--- config.mk ---
export PLATFORM = sky130hd
export DESIGN_NAME = regfile_zero_multiport
export DESIGN_NICKNAME = d
export VERILOG_FILES = /design/src/rtl/regfile_pkg.sv /design/src/rtl/regfile_write_select.sv /design/src/rtl/regfile_zero_multiport.sv
export SDC_FILE = /design/constraint.sdc
export NUM_CORES = 2
export LEC_CHECK = 0
export ABC_CLOCK_PERIOD_IN_PS = 5100
export BUFFER_PORTS_ARGS = -buffer_cell sky130_fd_sc_hd__buf_2
export CAP_MARGIN = 20
export CORE_ASPECT_RATIO = 1.1
export CORE_MARGIN = 3
export CORE_UTILIZATION = 28
export DETAILED_ROUTE_END_ITERATION = 10
export GPL_ROUTABILITY_DRIVEN = 0
export PLACE_DENSITY = 0.51
export SYNTH_ARGS = -nofsm -noshare
export SYNTH_HDL_FRONTEND = slang
export SYNTH_SLANG_ARGS = --single-unit
--- constraint.sdc ---
create_clock -name clk -period 5.1 [get_ports clk]
set_input_delay 0.51 -clock clk [delete_from_list [all_inputs] [get_ports clk]]
set_output_delay 0.51 -clock clk [all_outputs]
set_load 0.1 [all_outputs]
--- src/rtl/regfile_pkg.sv ---
// Shared constants and word type for the multiport register file.
// No logic lives here: default geometry and the zero-entry address only.
// No flow control: purely declarative.
package regfile_pkg;
  localparam int REGFILE_WIDTH     = 32;
  localparam int REGFILE_DEPTH     = 32;
  localparam int REGFILE_ZERO_ADDR = 0;

  typedef logic [REGFILE_WIDTH-1:0] regfile_word_t;
endpackage

--- src/rtl/regfile_write_select.sv ---
// Reduces NWRITE {wen,waddr,wdata} lanes to one {hit,d} for a given address.
// Latency: purely combinational, zero cycles.
// No backpressure: highest-index matching lane wins, the others are dropped.
module regfile_write_select #(
  parameter int NWRITE = 1,
  parameter int WIDTH  = 32,
  parameter int AW     = 5
) (
  input  logic [NWRITE-1:0]            wen,
  input  logic [NWRITE-1:0][AW-1:0]    waddr,
  input  logic [NWRITE-1:0][WIDTH-1:0] wdata,
  input  logic [AW-1:0]                sel_addr,
  output logic                         hit,
  output logic [WIDTH-1:0]             d
);

  // Ascending scan so a later (higher-index) lane overrides earlier matches.
  always_comb begin
    hit = 1'b0;
    d   = '0;
    for (int j = 0; j < NWRITE; j++) begin
      if (wen[j] && (waddr[j] == sel_addr)) begin
        hit = 1'b1;
        d   = wdata[j];
      end
    end
  end

endmodule

--- src/rtl/regfile_zero_multiport.sv ---
// NREAD x NWRITE register file with optional hard-wired zero entry; macro REGFILE_BYPASS_EN
// enables same-cycle write-through. Reads combinational, writes land on the clk edge.
// No backpressure: every write is accepted; conflicts resolve to the highest port index.
module regfile_zero_multiport
  import regfile_pkg::*;
#(
  parameter int NREAD    = 2,
  parameter int NWRITE   = 1,
  parameter int WIDTH    = REGFILE_WIDTH,
  parameter int DEPTH    = REGFILE_DEPTH,
  parameter int ZERO_REG = 1,
  localparam int AW      = $clog2(DEPTH)
) (
  input  logic                         clk,
  input  logic                         reset_n,
  input  logic [NWRITE-1:0]            wen,
  input  logic [NWRITE-1:0][AW-1:0]    waddr,
  input  logic [NWRITE-1:0][WIDTH-1:0] wdata,
  input  logic [NREAD-1:0][AW-1:0]     raddr,
  output logic [NREAD-1:0][WIDTH-1:0]  rdata
);

  // Full power-of-two address space; slots past DEPTH and the zero entry are
  // constant 0 so the read mux needs no range check.
  localparam int NENT = 1 << AW;

  logic [NENT-1:0][WIDTH-1:0] mem;

  genvar e, i;

  for (e = 0; e < NENT; e++) begin : g_entry
    if ((e >= DEPTH) || ((ZERO_REG != 0) && (e == REGFILE_ZERO_ADDR))) begin : g_const
      assign mem[e] = '0;
    end else begin : g_store
      logic             we;
      logic [WIDTH-1:0] d;
      logic [WIDTH-1:0] q;

      regfile_write_select #(
        .NWRITE (NWRITE),
        .WIDTH  (WIDTH),
        .AW     (AW)
      ) u_sel (
        .wen      (wen),
        .waddr    (waddr),
        .wdata    (wdata),
        .sel_addr (AW'(e)),
        .hit      (we),
        .d        (d)
      );

      // Entry storage: cleared asynchronously, reset also blocks writes.
      always_ff @(posedge clk or negedge reset_n) begin
        if (!reset_n) begin
          q <= '0;
        end else if (we) begin
          q <= d;
        end
      end

      assign mem[e] = q;
    end
  end

`ifdef REGFILE_BYPASS_EN
  // Addresses whose writes actually land; bypass must ignore the rest.
  logic [NENT-1:0] writable;
  for (e = 0; e < NENT; e++) begin : g_writable
    assign writable[e] = !((e >= DEPTH) || ((ZERO_REG != 0) && (e == REGFILE_ZERO_ADDR)));
  end
`endif

  for (i = 0; i < NREAD; i++) begin : g_read
    logic [WIDTH-1:0] stored;
    assign stored = mem[raddr[i]];
`ifdef REGFILE_BYPASS_EN
    logic             byp_hit;
    logic [WIDTH-1:0] byp_d;

    regfile_write_select #(
      .NWRITE (NWRITE),
      .WIDTH  (WIDTH),
      .AW     (AW)
    ) u_byp (
      .wen      (wen),
      .waddr    (waddr),
      .wdata    (wdata),
      .sel_addr (raddr[i]),
      .hit      (byp_hit),
      .d        (byp_d)
    );

    // Write-through only when the write would really happen this edge.
    assign rdata[i] = (reset_n && byp_hit && writable[raddr[i]]) ? byp_d : stored;
`else
    assign rdata[i] = stored;
`endif
  end

endmodule

==> results.md <==
- Share of cells above drive strength 1: 0.514
- EDFF count, synth: 0
- VDD IR max: between 0.2 and 0.3 mV
- Post-route cell area: 0.0601 mm²
- H-tree levels: 3
- Initial DRT Pass Iterations: 5
- Hold WS: roughly 0.35 ns
- Worst r2r src: g_entry[2].g_store.q[15]$_DFFE_PN0P_
- Top reg by flops: g_entry.g_store.q
- Type of origin of the critical path: primary input
- Fmax: between 200 and 300 MHz
- R2R depth: 1
- Placed cell areas: ~0.057 mm²
- Final setup violation count: 0
- Vias in the first global route: approximately 35000
- Row cnt: between 150 and 200
- Fin Setup TNS: 0 ns
- Multi-input logic area: ~0.027 mm²
- Post-synth cell types: 27
- Max_cap viols: 0
- Final Hold Fails: 0
- DR vias/cell: 5.36
- Final period util: 0.747
- Status: complete, no violations
- Min cycle time layout: 3.81 ns
- First-pass GRT wire length: between 200 and 300 mm
- CTS tree: yes
- Cell Area, Synth: about 0.053 mm²
- Drt total wl: approximately 170 mm
- Critical path peak fanout: slightly below 60
- Top flop regs: g_entry.g_store.q (992)
- Fraction of registers with async set or reset after synthesis: 1.00
- Die X: between 400 and 500 µm
- Reg2Reg Setup Slack: 4.22 ns
- Die area: 0.195 mm²
- Mean Syn Cell Area: 14.8 µm²
- Total CTS buffers: around 110
- GRT Util Overall: 0.177
- Dominant register cell in the synthesized netlist: dfrtp_1
- Yosys top cell by area: dfrtp_1
- Die Y: 463 µm
- Tightest Pin Transition: 1.10 ns
- Pwr dens: 399 mW/mm²
- GRT overflow: 0
- DRT antenna net count: 0
- Layout net count: 3586
- Syn Nets: approximately 3700
- Area Growth Syn to Fin: 12.9%
- Clk_lat worst skew: 0.73 ns
- HPWL after DPL: 107 mm
- Iteration-0 DRC Markers: ~2200
- RSZ-0062 raised after global routing: false
- Antenna violations before repair: 20
- Core area: approximately 0.19 mm²
- Synth Warn #: 0
- Pleak: between 20 and 30 nW
- Most numerous cell in the Yosys netlist: mux2_2
- Area contributors post-synth: dfrtp_1 47%, mux2_2 22%, mux4_2 16%, mux2i_1 3.6%, a22o_1 3.1%
- Port Buffers: 113
- Initial Util: 0.282
- Tot Pwr: between 20 and 25 mW
- Slowest cell on the critical path: buf_2
- CP peak stage delay: 0.52 ns
- Number of flip-flops in the largest register: around 990
- HP Class: primary input to asynchronous set/reset pin
- Gate Count Post-Synth: around 3600
- RR Endpoint: g_entry[2].g_store.q[15]$_DFFE_PN0P_
- Wire length per cell: 28.3 µm
- Worst Setup End Kind: output port
- Slew Viols, Final: 0
- # clock sinks: ~990
- Clock skew: 0 ns
- Maximum root-to-sink buffer count: 3
- Post-route DRC: 0
- CTS resizes: 0
- Worst Path Arrival: 3.30 ns
- Post-CTS setup buffer count: 0
- Largest net degree at the start of global routing: roughly 140
- Clk slew on worst S/H paths: 0.06 ns
- Crit Path Class: primary input to output port
- IO Pins: 114
- Fillers: 18500
- Crit path required time: roughly 4.6 ns
- Total number of vias: 33000
- Clock Root Buffer: clkbuf_16
- Register area share after synthesis: 0.466
- FF+latch count, synth: 992
- Worst-path cell chain: buf_8 > buf_12 > buf_4 > mux4_2 > mux2i_1 > and2_1 > o31ai_1 > buf_2
- Slew headroom: 0.268
- Most frequent cells after synthesis: 1039 x mux2_2, 992 x dfrtp_1, 384 x mux4_2
- Top cell type's share of synthesized area: 0.466
- Seq. cell area: 0.0248 mm²
[worst max-delay path, delay by kind of cell]
family	cells	cell delay (ns)
buffers and inverters	4	1.69
AOI/OAI and AO/OA	1	0.43
muxes	2	0.35
and+or+nand+nor	1	0.19
[cell families after synthesis]
| kind of cell | synth area share |
|---|---|
| buffers and inverters | 0.0351 |
| DFF | 0.466 |
| AOI/OAI and AO/OA | 0.0630 |
| and+or+nand+nor | 0.0137 |
| muxes | 0.422 |
[cell usage in the layout (no fill, tap or decap), types with 5 or more instances in the layout]
cell type,count
o31ai_1,64
a22o_1,191
nor2_4,14
diode_2,7
buf_4,90
clkbuf_8,24
buf_8,5
clkbuf_1,28
and2_1,64
mux2i_1,194
nand2b_2,5
clkbuf_16,112
nor2b_4,6
o22ai_1,64
a211oi_1,64
o21ai_1,64
buf_2,102
mux4_2,384
buf_12,23
dfrtp_1,992
mux2_2,1039
mux2_1,16
nand2_2,13
clkinv_2,20
[what timing repair did]
item | 4_1_cts | 5_1_grt
setup endpoints to repair | 0 | 0
hold endpoints to repair | 50 | 0
hold buffers | 1 | 0
[metrics by stage]
stage | worst slack, ns | cells | utilization
floorplan | 0.763 | 3601 | -
global placement | 1.18 | 5956 | 0.300
detailed placement | 1.20 | 5957 | 0.300
CTS | 1.19 | 6152 | 0.318
global route | 1.11 | 6153 | 0.318
finish | 1.29 | 6159 | 0.319
[where the power goes]
group | switching (mW) | internal (mW)
Combinational | 2.65 | 2.88
Sequential | 1.06 | 9.42
Clock | 3.39 | 4.56
[routing by layer]
metal | routed length (µm) | vias to the layer above | track usage | share of wire
li1 | - | 13900 | - | -
met1 | 75900 | 18100 | 0.233 | 0.44
met2 | 84500 | 780 | 0.295 | 0.48
met3 | 7520 | 294 | 0.0285 | 0.043
met4 | 6260 | 8 | 0.0614 | 0.036
met5 | 57 | - | 0 | 0.00033
[worst max-delay path by stage]
stage          slack (ns)   endpoint      from
6_report             1.29  rdata[27]  raddr[2]
5_1_grt              1.11  rdata[36]  raddr[5]
4_1_cts              1.19  rdata[36]  raddr[5]
3_5_place_dp         1.20  rdata[36]  raddr[5]
3_3_place_gp         1.18  rdata[36]  raddr[5]
2_1_floorplan        0.76  rdata[10]  raddr[0]
[cell type report]
type	count	share of cell area
well taps	2535	0.0528
clock inverters	30	0.00483
clock buffers	164	0.0539
inverters	2	0.000125
flip-flops and latches	992	0.413
multi-input cells	2206	0.446
repair buffers	223	0.0292
diodes	7	0.000291
Note: power is estimated with default switching activity, not from simulation.
